### config.mk
export PLATFORM = sky130hd
export DESIGN_NAME = stack_alu_sequencer_flat
export DESIGN_NICKNAME = d
export VERILOG_FILES = /design/src/rtl/stack_alu_sequencer_if.sv /design/src/rtl/stack_alu_sequencer.sv /design/src/flat_wrapper.sv
export SDC_FILE = /design/constraint.sdc
export NUM_CORES = 1
export LEC_CHECK = 0
export CAP_MARGIN = 20
export CORE_ASPECT_RATIO = 1.2
export CORE_MARGIN = 5
export CORE_UTILIZATION = 58
export CTS_CLUSTER_SIZE = 10
export DETAILED_ROUTE_END_ITERATION = 16
export HOLD_SLACK_MARGIN = 0.1
export PLACE_DENSITY = 0.86
export SETUP_SLACK_MARGIN = 0.1
export SLEW_MARGIN = 20
export SYNTH_ARGS = -nofsm -noshare
export SYNTH_HDL_FRONTEND = slang
export SYNTH_SLANG_ARGS = --single-unit
### constraint.sdc
create_clock -name clk -period 3.6 [get_ports clk]
set_clock_uncertainty 0.1 [all_clocks]
set_input_delay 0.72 -clock clk [delete_from_list [all_inputs] [get_ports clk]]
set_output_delay 0.72 -clock clk [all_outputs]
set_load 0.01 [all_outputs]
### src/rtl/stack_alu_sequencer_if.sv
// Command bus between the sequencer (master) and the stack ALU (slave).
// stk_opcode nonzero is a one-cycle command; the stack has no ready or back-pressure.
interface stack_alu_sequencer_if #(
    parameter int WIDTH = 4,
    parameter int DEPTH = 4
);
    logic [2:0]             stk_opcode;
    logic [WIDTH-1:0]       stk_in;
    logic [WIDTH-1:0]       stk_out;
    logic                   stk_overflow;
    logic [$clog2(DEPTH):0] stk_index;

    modport master (
        output stk_opcode, stk_in,
        input  stk_out, stk_overflow, stk_index
    );

    modport slave (
        input  stk_opcode, stk_in,
        output stk_out, stk_overflow, stk_index
    );
endinterface

### src/rtl/stack_alu_sequencer.sv
// Runs a loaded (opcode, operand) program against the stack ALU, one instruction
// every three cycles, with a shadow depth check before each issue.
module stack_alu_sequencer #(
    parameter int WIDTH      = 4,
    parameter int DEPTH      = 4,
    parameter int PROG_DEPTH = 16
) (
    input  logic                          clk,
    input  logic                          rst,
    input  logic                          prog_we,
    input  logic [$clog2(PROG_DEPTH)-1:0] prog_addr,
    input  logic [2:0]                    prog_opcode,
    input  logic [WIDTH-1:0]              prog_data,
    input  logic [$clog2(PROG_DEPTH):0]   prog_len,
    input  logic                          start,
    stack_alu_sequencer_if.master         stk,
    output logic                          busy,
    output logic                          done,
    output logic                          error,
    output logic [1:0]                    err_code,
    output logic [WIDTH-1:0]              result,
    output logic [2:0]                    dbg_state
);
    localparam int AW = $clog2(PROG_DEPTH);
    localparam int LW = AW + 1;
    localparam int SW = $clog2(DEPTH) + 1;

    localparam logic [2:0] OP_NOP  = 3'd0;
    localparam logic [2:0] OP_ADD  = 3'd4;
    localparam logic [2:0] OP_MUL  = 3'd5;
    localparam logic [2:0] OP_PUSH = 3'd6;
    localparam logic [2:0] OP_POP  = 3'd7;

    typedef enum logic [2:0] {
        IDLE        = 3'd0,
        FETCH       = 3'd1,
        CHECK_ISSUE = 3'd2,
        SETTLE      = 3'd3,
        FINISH      = 3'd4
    } state_t;

    logic [2:0]       opc_mem [PROG_DEPTH];
    logic [WIDTH-1:0] dat_mem [PROG_DEPTH];

    state_t           state;
    logic [LW-1:0]    pc;
    logic [LW-1:0]    len;
    logic [SW-1:0]    shadow;
    logic [2:0]       ir_opcode;
    logic [1:0]       ir_err;

    logic [2:0]       f_opcode;
    logic [WIDTH-1:0] f_data;
    logic [1:0]       f_err;
    logic [LW-1:0]    len_clamped;
    logic [LW-1:0]    pc_next;

    // The program buffer is deliberately not reset; it is frozen while a run is active.
    always_ff @(posedge clk) begin
        if (prog_we && !busy) begin
            opc_mem[prog_addr] <= prog_opcode;
            dat_mem[prog_addr] <= prog_data;
        end
    end

    // The pre-issue check is evaluated during FETCH so the issued opcode can be registered.
    always_comb begin
        f_opcode = opc_mem[pc[AW-1:0]];
        f_data   = dat_mem[pc[AW-1:0]];
        f_err    = 2'd0;
        case (f_opcode)
            OP_NOP:         f_err = 2'd0;
            OP_PUSH:        if (shadow == SW'(DEPTH)) f_err = 2'd1;
            OP_POP:         if (shadow == '0) f_err = 2'd2;
            OP_ADD, OP_MUL: if (shadow < SW'(2)) f_err = 2'd2;
            default:        f_err = 2'd3;
        endcase
        len_clamped = (prog_len > LW'(PROG_DEPTH)) ? LW'(PROG_DEPTH) : prog_len;
        pc_next     = pc + LW'(1);
    end

    always_ff @(posedge clk) begin
        if (rst) begin
            state          <= IDLE;
            pc             <= '0;
            len            <= '0;
            shadow         <= '0;
            ir_opcode      <= OP_NOP;
            ir_err         <= 2'd0;
            stk.stk_opcode <= OP_NOP;
            stk.stk_in     <= '0;
            busy           <= 1'b0;
            done           <= 1'b0;
            error          <= 1'b0;
            err_code       <= 2'd0;
            result         <= '0;
        end else begin
            done <= 1'b0;
            case (state)
                IDLE: begin
                    if (start) begin
                        if (len_clamped != '0) begin
                            len      <= len_clamped;
                            pc       <= '0;
                            shadow   <= stk.stk_index;
                            error    <= 1'b0;
                            err_code <= 2'd0;
                            busy     <= 1'b1;
                            state    <= FETCH;
                        end else begin
                            done <= 1'b1;
                        end
                    end
                end
                FETCH: begin
                    ir_opcode <= f_opcode;
                    ir_err    <= f_err;
                    if (f_err == 2'd0) begin
                        stk.stk_opcode <= f_opcode;
                        stk.stk_in     <= f_data;
                    end
                    state <= CHECK_ISSUE;
                end
                CHECK_ISSUE: begin
                    stk.stk_opcode <= OP_NOP;
                    if (ir_err != 2'd0) begin
                        error    <= 1'b1;
                        err_code <= ir_err;
                        done     <= 1'b1;
                        state    <= FINISH;
                    end else begin
                        case (ir_opcode)
                            OP_PUSH:                shadow <= shadow + SW'(1);
                            OP_POP, OP_ADD, OP_MUL: shadow <= shadow - SW'(1);
                            default:                shadow <= shadow;
                        endcase
                        state <= SETTLE;
                    end
                end
                SETTLE: begin
                    if (stk.stk_overflow) begin
                        error    <= 1'b1;
                        err_code <= 2'd3;
                        done     <= 1'b1;
                        state    <= FINISH;
                    end else begin
                        pc <= pc_next;
                        if (pc_next == len) begin
                            done  <= 1'b1;
                            state <= FINISH;
                        end else begin
                            state <= FETCH;
                        end
                    end
                end
                FINISH: begin
                    if (!error) result <= stk.stk_out;
                    busy  <= 1'b0;
                    state <= IDLE;
                end
                default: state <= IDLE;
            endcase
        end
    end

    assign dbg_state = state;
endmodule
### src/flat_wrapper.sv
// flat-port wrapper written by rule: the top's interface ports become plain ports
module stack_alu_sequencer_flat 
#(
    parameter int WIDTH      = 4,
    parameter int DEPTH      = 4,
    parameter int PROG_DEPTH = 16
)
  (clk, rst, prog_we, prog_addr, prog_opcode, prog_data, prog_len, start, busy, done, error, err_code, result, dbg_state, stk_stk_opcode, stk_stk_in, stk_stk_out, stk_stk_overflow, stk_stk_index);
  stack_alu_sequencer_if #(.WIDTH(WIDTH), .DEPTH(DEPTH)) stk_i ();
  input  logic clk;
  input  logic rst;
  input  logic prog_we;
  input  logic [$clog2(PROG_DEPTH)-1:0] prog_addr;
  input  logic [2:0] prog_opcode;
  input  logic [WIDTH-1:0] prog_data;
  input  logic [$clog2(PROG_DEPTH):0] prog_len;
  input  logic start;
  output logic busy;
  output logic done;
  output logic error;
  output logic [1:0] err_code;
  output logic [WIDTH-1:0] result;
  output logic [2:0] dbg_state;
  output wire logic [$bits(stk_i.stk_opcode)-1:0] stk_stk_opcode;
  output wire logic [$bits(stk_i.stk_in)-1:0] stk_stk_in;
  input wire logic [$bits(stk_i.stk_out)-1:0] stk_stk_out;
  input wire logic [$bits(stk_i.stk_overflow)-1:0] stk_stk_overflow;
  input wire logic [$bits(stk_i.stk_index)-1:0] stk_stk_index;
  assign stk_stk_opcode = stk_i.stk_opcode;
  assign stk_stk_in = stk_i.stk_in;
  assign stk_i.stk_out = stk_stk_out;
  assign stk_i.stk_overflow = stk_stk_overflow;
  assign stk_i.stk_index = stk_stk_index;
  stack_alu_sequencer #(.WIDTH(WIDTH), .DEPTH(DEPTH), .PROG_DEPTH(PROG_DEPTH)) u_core (.clk(clk), .rst(rst), .prog_we(prog_we), .prog_addr(prog_addr), .prog_opcode(prog_opcode), .prog_data(prog_data), .prog_len(prog_len), .start(start), .stk(stk_i), .busy(busy), .done(done), .error(error), .err_code(err_code), .result(result), .dbg_state(dbg_state));
endmodule
# ---- After elaboration in Yosys (flattened, before gate mapping)
# Memory sizes are Yosys's and may differ from the RTL's. A register that Yosys moved wholly into a read port is not among the register bits.
# Index checks and enable logic that the tools add are counted.
dict set report word_totals {
  register_bits 33
  mem_bits_ro 0
  elab_cells 111
  n_memories 2
  latchBits 0
  out_inout_bits 19
  mem_bits_rw 112
  in_bits 28
}
dict set report op_classes {
  multipliers 0
  magnitude_cmp 2
  n_bitwise 1
  add_sub_neg 3
  eq_ne 22
  div 0
  reduce_logical 24
  muxes 45
  shifts 0
}
# name words word_bits read_ports rd_clocked_by_memory_dff wr line
set mem_list {}
lappend mem_list {u_core.dat_mem 16 4 1 1 1 stack_alu_sequencer.sv:43} ;# logic [WIDTH-1:0] dat_mem [PROG_DEPTH];
lappend mem_list {u_core.opc_mem 16 3 1 1 1 stack_alu_sequencer.sv:42} ;# logic [2:0] opc_mem [PROG_DEPTH];
# op count
set ops {}
lappend ops {{$eq 3x3->1 const B} 10}
lappend ops {{$mux 3} 9}
lappend ops {{$mux 5} 4}
lappend ops {{$pmux 3 s2} 3}
lappend ops {{$mux 1} 14}
lappend ops {{$mux 2} 6}
lappend ops {{$pmux 3 s4} 1}
lappend ops {{$pmux 5 s2} 1}
lappend ops {{$reduce_and 5->1} 2}
lappend ops {{$reduce_bool 2->1} 5}
lappend ops {{$logic_not 3->1} 3}
lappend ops {{$mux 4} 2}
lappend ops {{$ne 2x2->1 const B} 4}
lappend ops {{$pmux 2 s4} 1}
lappend ops {{$reduce_and 2->1} 4}
lappend ops {{$eq 3x2->1 const B} 2}
lappend ops {{$ne 2x1->1 const B} 3}
lappend ops {{$pmux 1 s3} 2}
lappend ops {{$pmux 2 s3} 1}
lappend ops {{$reduce_and 3->1} 2}
lappend ops {{$add 5x1->5 const B} 1}
lappend ops {{$eq 5x5->1} 1}
lappend ops {{$gt 5x5->1 const B} 1}
lappend ops {{$reduce_bool 5->1} 1}
lappend ops {{14 further kinds} 14}

# ---- Longest topological paths before layout
# Gate-level depths: netlist of run 1.
dict set report depth {
  word_depth 8
  ltp_mapped 9
  ltp_nobuf 8
}

# ---- Worst setup path after synthesis of run 1
# OpenSTA, ideal clock, no wires.
dict set report synth_path {
  kind {reg-to-reg}
  start {reg with a tool-made name}
  end {reg u_core.stk.stk_opcode[0]}
  n_path_buf 2
  t_arrival_ps 2297
  stages_incl_launch_ff 9
  setup_time_ps 121
  period_less_slack_ps 2518
  setup_slack_ps 1082
  required_time_ps 3379
  path_cell_list {dfxtp_1 buf_6 buf_6 mux4_2 a22oi_2 nand3_2 nand3b_4 a221oi_4 mux2_4}
}
# element line
set synth_rtl {}
lappend synth_rtl {{to (signal assigned)} stack_alu_sequencer.sv:119} ;# stk.stk_opcode <= f_opcode;
lappend synth_rtl {{to (decl)} stack_alu_sequencer_if.sv:14} ;# output stk_opcode, stk_in,

==> metrics.csv, run 1 <==
metric,value,unit
LEAKAGE,2.46,nW
Setup Crit Path Kind,reg -> reg,
Vias,3832,
clk root buf,clkbuf_16,
share of layout cells above drive strength 1,0.165,
post-synthesis cell count,435,
core area,0.0109,sq mm
vias in the first global route,3999,
Async SR Flop Fraction,0,
drt total wl,13400,um
Critical Path Sink Type,register,
final net count,521,
status,finished clean,
Ports,47,
die area,0.0132,sq mm
"Slew Viols, Final",0,
post_cts resized,0,
clock-pin slew on the worst setup and hold paths,60,ps
RePlAce Congestion,0.808,
DRC violation count after routing,0,
min-delay worst type,reg -> reg,
fmax,335,MHz
Critical Path RT,3810,ps
final worst slack,612,ps
GRT Total Usage,0.212,
CTS Sinks,153,
power density cells,527,mW/mm^2
Final min period,2990,ps
row count,42,
Layout area overhead,18.5,%
Post-synth EDFFs,112,
critical path data arrival time,3200,ps
TritonRoute pass-1 iters,5,
Layout fillers,703,
Post-DP HPWL,8870,um
drt initial violations,287,
initial antenna violation count,0,
die extent in y,125,um
footprint of the multi-input gates,0.00206,sq mm
Tcrit/Tclk final,0.830,
DR vias/cell,6.03,
#FFs+latches synth,153,
setup TNS,0,ps
Final setup viols,0,
Final ANT Viol Nets,0,
effective utilization at floorplan,0.585,
Synth Area per Inst,14.6,sq um
Port Buffers,46,
Critical Path Source Type,register,
Bufs on Longest Clock Path,2,
Post-CTS Setup Inserts,0,
remaining global-route overflow,0,
clock network latency to the later pin of the worst-skew pair,420,ps
Hold Path Cell Cnt,2,
syn_nets,465,
synth unique cells,55,
first-pass GRT wire length,21000,um
largest net degree at the start of global routing,26,
RSZ-0062 raised after global routing,no,
Final Hold Vio Count,0,
Worst Max-Slew Pin Slew,872,ps
ys flop type,edfxtp_1,
cts hold-fix bufs,0,
critical path peak fanout,7,
Reg area,0.00418,sq mm
die width,106,um
dpl ws,548,ps
Yosys Warn Count,0,
routed length per instance,21.0,um
Peak VDD IR,0.421,mV
maxcap violations,0,
synthesized area,0.00637,sq mm
sequential share of the synthesized area,0.657,
CTS tree,yes,
Antenna diodes,0,
# H-tree levels,4,
headroom to the max-slew limit,0.417,
total CTS buffers,17,
R2R depth,6,
[cells in the mapped netlist, types with 3 or more instances]
master | number | area, sq um
nand3_1 | 8 | 40.0
or3_1 | 3 | 18.8
nand3b_1 | 6 | 45.0
buf_6 | 3 | 33.8
o21ai_0 | 9 | 45.0
nor3_1 | 9 | 45.0
nand2b_1 | 14 | 87.6
nor2b_1 | 4 | 25.0
nor3b_1 | 3 | 22.5
xnor2_1 | 3 | 26.3
a2bb2oi_1 | 3 | 26.3
a211oi_1 | 3 | 22.5
mux2i_1 | 18 | 180
a21oi_1 | 21 | 105
dfxtp_1 | 41 | 821
edfxtp_1 | 112 | 3360
nand4_1 | 3 | 18.8
inv_1 | 7 | 26.3
nand2_1 | 27 | 101
xor2_1 | 3 | 26.3
clkbuf_1 | 17 | 63.8
mux4_2 | 29 | 653
and2_1 | 3 | 18.8
nor2_1 | 47 | 176
a22oi_1 | 3 | 22.5
o211ai_1 | 3 | 22.5
[sequential cells by signal, indices dropped and copies added, names as in the netlist, named ones only]
register and flops:
u_core.opc_mem 48, u_core.error 1, u_core.pc 5, u_core.result 4, u_core.stk.stk_opcode 3, u_core.stk.stk_in 4, u_core.busy 1, u_core.len 5
u_core.shadow 3, u_core.ir_opcode 3, u_core.err_code 2, u_core.dat_mem 64, u_core.done 1, u_core.ir_err 2, u_core.dbg_state 3
[metrics by stage]
stage / utilization / hold WS (ps) / instances / total power [mW] / area, sq um
floorplan: - / 343 / 435 / 2.19 / 6370
global placement: 0.642 / 344 / 604 / 2.31 / 6980
detailed placement: 0.642 / 366 / 604 / 2.32 / 6980
CTS: 0.694 / 376 / 636 / 4.00 / 7550
global route: 0.694 / 401 / 636 / 4.13 / 7550
finish: 0.694 / 374 / 636 / 3.98 / 7550
[cells by family after synthesis]
group,after synthesis,synth area share
buf+inv,28,0.0202
fa+ha+maj,2,0.00511
mux,49,0.136
compound gates,60,0.0646
xor+xnor,6,0.00825
simple gates,137,0.109
flops,153,0.657
[cells in the final DEF, fill, tap and decap left out, drive strengths merged, types with 12 or more instances in the layout]
cell type        n
edfxtp         112
nor2            47
clkdlybuf4s50   46
dfxtp           41
mux4            29
nand2           27
a21oi           21
mux2i           18
clkbuf          17
nand2b          14
inv             14
buf             12
[report_power, final]
part	switching [mW]	leakage (nW)	internal, mW	total (mW)
sequential	0.0421	1.34	1.94	1.98
combinational	0.172	0.845	0.139	0.311
clock	0.724	0.276	0.965	1.69
total	0.939	2.46	3.04	3.98
[metal layers]
metal  global-route usage  vias to the layer above  share of wire
met5                    0                        -              0
met2                0.378                      131           0.54
met4               0.0846                        0          0.026
met3               0.0565                       29          0.051
li1                     -                     1774              -
met1                0.241                     1898           0.38
[critical path: stages (launching register included)]
cell	delay, ps
dfxtp_1	600
mux4_2	590
a22oi_1	310
and3_1	360
nor3_1	140
a221oi_4	430
mux2_4	330
[path summary, 6_finish.rpt]
path                                    from                                    end  slack [ps]
min          u_core.err_code[0]$_SDFFE_PP0P_        u_core.err_code[0]$_SDFFE_PP0P_         370
max                                 register  u_core.stk.stk_opcode[0]$_SDFFE_PP0P_         610
max reg2reg                         register  u_core.stk.stk_opcode[0]$_SDFFE_PP0P_         610
min reg2reg  u_core.err_code[0]$_SDFFE_PP0P_        u_core.err_code[0]$_SDFFE_PP0P_         370
[layout make-up]
type                            instances  area share
Sequential cell                       153       0.554
Multi-Input combinational cell        254       0.272
Timing Repair Buffer                   58      0.0729
Clock buffer                           17      0.0563
Tap cell                              132      0.0219
Clock inverter                         15      0.0189
Inverter                                7     0.00348
Power figures use the tool's default switching activity.
==> inputs of run 2 (changes only) <==
CORE_UTILIZATION = 52   (was 58)
PLACE_DENSITY = 0.82   (was 0.86)
clock period = 2.74 ns   (was 3.6 ns; I/O delays follow)
==> run 2 against run 1 <==
Net effect:
- cell count up 7.9%
- via count rose by 2.1%
- global-route usage shrank 2.4 points
- register-to-register slack got worse by 460 ps
- clock power increased by 45%
- combinational power is 39% higher
- setup slack got worse by 460 ps
- critical path depth unchanged
==> metrics.csv, run 2 (synthesized netlist as in run 1, its figures left out) <==
metric,value,unit
worst hold slack,365,ps
clk root buf,clkbuf_16,
Layout fillers,838,
# H-tree levels,4,
row count,44,
Top reg by flops,u_core.dat_mem,
core area,0.0121,sq mm
clock-pin slew on the worst setup and hold paths,60,ps
status,finished clean,
top flop regs,"u_core.dat_mem x64, u_core.opc_mem x48",
Sw Share,0.221,
clock network latency to the later pin of the worst-skew pair,420,ps
Flop pwr share,0.474,
Worst Max-Slew Pin Slew,571,ps
vias in the first global route,4050,
drt total wl,13100,um
"commonest non-fill, non-tap cell in the layout",edfxtp_1,
critical path data arrival time,2800,ps
Tcrit/Tclk final,0.944,
DRC violation count after routing,0,
CP Cell Sequence,mux2i_1 > mux4_2 > or2_4 > a31o_1 > a221oi_4 > mux2_4,
Worst Path Buf+Inv,0,
most frequent cells in the layout,"edfxtp_1 (112), nor2_1 (47), clkdlybuf4s50_1 (46)",
fin util,0.648,
Ports,47,
final net count,542,
CP max stage cell,mux4_2,
drt initial violations,310,
Vias,3914,
power density cells,701,mW/mm^2
fmax,387,MHz
Final min period,2590,ps
CTS Sinks,153,
min-delay worst type,reg -> reg,
RePlAce Congestion,0.813,
headroom to the max-slew limit,0.618,
share of layout cells above drive strength 1,0.194,
Peak VDD IR,0.399,mV
Antenna diodes,0,
RSZ-0062 raised after global routing,no,
maxcap violations,0,
clock network power share,0.448,
setup TNS,0,ps
total CTS buffers,17,
first-pass GRT wire length,21200,um
effective utilization at floorplan,0.528,
internal power,4.27,mW
Critical Path Sink Type,register,
cell family with most CP delay,multiplexers,
Final Hold Vio Count,0,
Final setup viols,0,
CTS tree,yes,
Sw Pwr,1.21,mW
Bufs on Longest Clock Path,2,
LEAKAGE,2.60,nW
footprint of the multi-input gates,0.00206,sq mm
routed length per instance,19.1,um
Setup Crit Path Kind,reg -> reg,
max reg flops,64,
"Slew Viols, Final",0,
GRT Total Usage,0.188,
DR vias/cell,5.71,
initial antenna violation count,0,
Final ANT Viol Nets,0,
Port Buffers,46,
share of total power in combinational logic,0.079,
Critical Path RT,2950,ps
critical path peak fanout,5,
Critical Path Source Type,register,
remaining global-route overflow,0,
Post-DP HPWL,8950,um
CP peak stage delay,520,ps
largest net degree at the start of global routing,27,
die area,0.0146,sq mm
die extent in y,131,um
Reg area,0.00419,sq mm
Layout area overhead,22.7,%
TritonRoute pass-1 iters,4,
die width,111,um
-- run 2: cell types whose count changed in the layout (fill, tap and decap cells not counted), moves of 3 or more --
cell,previous run,this run
bufinv_16,1,4
clkinv_1,0,3
buf_4,12,32
inv_6,7,2
-- run 2: area by class of cell --
cell class | count | share of cell area
flip-flops and latches | 153 | 0.536
multi-input cells | 254 | 0.263
repair buffers | 79 | 0.0922
clock buffers | 17 | 0.0545
well taps | 161 | 0.0258
clock inverters | 15 | 0.0253
inverters | 7 | 0.00336
-- run 2: metal layers --
metal  wire length, um  global-route usage
met5                 0                   0
met1              5200               0.216
met4               271              0.0791
met3               564              0.0446
met2              7030               0.336
-- run 2: path summary, 6_finish.rpt --
| check | startpoint | endpoint | slack [ps] | cells after the start |
|---|---|---|---|---|
| max | register | u_core.stk.stk_opcode[2]$_SDFFE_PP0P_ | 150 | 6 |
| min | u_core.err_code[1]$_SDFFE_PP0P_ | u_core.err_code[1]$_SDFFE_PP0P_ | 360 | 2 |
| max reg2reg | register | u_core.stk.stk_opcode[2]$_SDFFE_PP0P_ | 150 | 6 |
| min reg2reg | u_core.err_code[1]$_SDFFE_PP0P_ | u_core.err_code[1]$_SDFFE_PP0P_ | 360 | 2 |
-- run 2: tightest hold or removal path: stages (launching register included) --
cell and delay, ps:
dfxtp_1 310, nand2_1 50, a21oi_1 50
-- run 2: timing repair --
| item | in CTS | in global routing |
|---|---|---|
| setup buffers | 0 | 7 |
| pin swaps | 0 | 2 |
| resized for setup | 1 | 0 |
| hold buffers | 0 | 0 |
| endpoints found under the setup margin | 2 | 2 |
-- run 2: per-stage QoR --
step	area [sq um]	cells	total power, mW	worst slack, ps
finish	7810	686	5.48	154
global placement	7140	647	3.04	35.6
detailed placement	7140	647	3.06	-29.6
global route	7810	686	5.67	83.6
floorplan	6370	435	2.88	222
CTS	7760	679	5.50	113
-- run 2: power groups by stage --
stage          combinational, mW  clock, mW  sequential (mW)
2_1_floorplan              0.249          0             2.63
3_3_place_gp               0.404          0             2.64
3_5_place_dp               0.420          0             2.64
4_1_cts                    0.424       2.48             2.59
5_1_grt                    0.473       2.59             2.60
6_report                   0.431       2.45             2.59
==> inputs of run 3 (changes only) <==
CORE_MARGIN = 10   (was 5)
==> run 3 against run 2 <==
Net effect:
- global-route usage is 2.4 points lower
- via count rose by 0.51%
- combinational power about the same
- die area increased by 17%
- sequential power about the same
- non-clock buffer count unchanged
- count of clock-buffer cells in the layout increased by 1
- cell count did not move
- wire length rose by 2.8%
- power shrank 3.7%
- fmax is 2.0% higher
- critical path type unchanged
- critical endpoint is now u_core.stk.stk_opcode[0]$_SDFFE_PP0P_
==> metrics.csv, run 3 (synthesized netlist as in run 1, its figures left out) <==
metric,value,unit
RSZ-0062 raised after global routing,no,
Peak VDD IR,0.410,mV
status,finished clean,
Tcrit/Tclk final,0.925,
clock network power share,0.426,
Metal-1 WL,5270,um
Final ANT Viol Nets,0,
CP peak stage delay,520,ps
top flop regs,"u_core.dat_mem x64, u_core.opc_mem x48",
min-delay worst type,reg -> reg,
Worst Max-Slew Pin Slew,533,ps
# H-tree levels,4,
power density cells,678,mW/mm^2
drt total wl,13400,um
TritonRoute pass-1 iters,5,
Port Buffers,46,
Final Hold Vio Count,0,
die width,121,um
Critical Path RT,2940,ps
clk root buf,clkbuf_16,
die area,0.0171,sq mm
Flop pwr share,0.493,
CTS tree,yes,
Top reg by flops,u_core.dat_mem,
headroom to the max-slew limit,0.644,
Sw Pwr,1.19,mW
first-pass GRT wire length,21800,um
GRT Total Usage,0.164,
share of total power in combinational logic,0.082,
max layer used,met4,
Critical Path Source Type,register,
met3 routed WL,773,um
LEAKAGE,2.58,nW
share of layout cells above drive strength 1,0.196,
clock network latency to the later pin of the worst-skew pair,410,ps
Ports,47,
die extent in y,141,um
clock-pin slew on the worst setup and hold paths,60,ps
critical path peak fanout,12,
drt initial violations,301,
CTS Sinks,153,
DR vias/cell,5.73,
CP max stage cell,mux4_2,
fmax,395,MHz
total CTS buffers,17,
"Slew Viols, Final",0,
Final setup viols,0,
row count,44,
core area,0.0121,sq mm
Post-DP HPWL,9160,um
largest net degree at the start of global routing,24,
Setup Crit Path Kind,reg -> reg,
Layout area overhead,22.2,%
max reg flops,64,
critical path data arrival time,2740,ps
WL met2,7190,um
setup TNS,0,ps
Antenna diodes,0,
vias in the first global route,4063,
most frequent cells in the layout,"edfxtp_1 (112), nor2_1 (47), clkdlybuf4s50_1 (46)",
DRC violation count after routing,0,
remaining global-route overflow,0,
final net count,542,
Final min period,2530,ps
effective utilization at floorplan,0.528,
routed length per instance,19.6,um
RePlAce Congestion,0.861,
Worst Path Buf+Inv,1,
Bufs on Longest Clock Path,2,
initial antenna violation count,0,
Sw Share,0.226,
cell family with most CP delay,multiplexers,
CP Cell Sequence,buf_12 > mux4_2 > a22oi_2 > nand3_2 > nand3b_4 > a221oi_4 > mux2_4,
Critical Path Sink Type,register,
Layout fillers,821,
design area,0.00778,sq mm
post-place instance area,0.00714,sq mm
internal power,4.08,mW
maxcap violations,0,
Vias,3934,
"commonest non-fill, non-tap cell in the layout",edfxtp_1,
## run 3: cell types whose count changed in the layout (fill, tap and decap cells not counted)
cell / previous run / this run
buf_12: 1 / 2
buf_4: 32 / 31
bufinv_16: 4 / 2
clkbuf_1: 0 / 1
clkinv_1: 3 / 2
clkinv_4: 2 / 4
clkinvlp_4: 2 / 3
dfxtp_1: 40 / 39
dfxtp_2: 1 / 2
inv_8: 1 / 0
## run 3: worst register-to-register path: stages (launching register included)
cell	delay, ps
dfxtp_1	350
buf_12	160
mux4_2	520
a22oi_2	210
nand3_2	120
nand3b_4	210
a221oi_4	430
mux2_4	330
## run 3: metal layers
layer	vias up	GRT usage
met3	17	0.0439
li1	1823	-
met1	1960	0.191
met5	-	0
met2	134	0.285
met4	0	0.0553
## run 3: layout make-up
cell class	instances	area, sq um	area share
clock buffers	18	429	0.0552
clock inverters	14	148	0.0190
inverters	7	26.3	0.00338
multi-input cells	254	2060	0.264
flip-flops and latches	153	4190	0.538
well taps	161	201	0.0259
repair buffers	79	733	0.0942
## run 3: power by group through the flow
stage	sequential (mW)	clock, mW	combinational, mW
2_1_floorplan	2.63	0	0.249
4_1_cts	2.60	2.28	0.423
3_3_place_gp	2.64	0	0.403
3_5_place_dp	2.65	0	0.420
5_1_grt	2.61	2.40	0.473
6_report	2.60	2.25	0.431
## run 3: per-stage QoR
stage	util	hold WS [ps]	instances	total power [mW]	setup WS (ps)
2_1_floorplan	-	343	435	2.88	222
3_3_place_gp	0.592	339	646	3.04	51.6
3_5_place_dp	0.592	352	646	3.07	-12.5
4_1_cts	0.640	359	678	5.30	145
5_1_grt	0.645	394	686	5.48	103
6_report	0.645	360	686	5.28	206
## run 3: path summary, 6_finish.rpt
path / startpoint / slack [ps] / cells past startpoint / end
setup / recovery: register / 210 / 7 / u_core.stk.stk_opcode[0]$_SDFFE_PP0P_
hold / removal: u_core.err_code[1]$_SDFFE_PP0P_ / 360 / 2 / u_core.err_code[1]$_SDFFE_PP0P_
setup reg to reg: register / 210 / 7 / u_core.stk.stk_opcode[0]$_SDFFE_PP0P_
hold reg to reg: u_core.err_code[1]$_SDFFE_PP0P_ / 360 / 2 / u_core.err_code[1]$_SDFFE_PP0P_
## run 3: what timing repair did
item	4_1_cts	5_1_grt
pin swaps	0	2
resized for setup	1	1
setup buffers	0	8
hold buffers	0	0
gates cloned	0	0
setup endpoints to repair	2	2
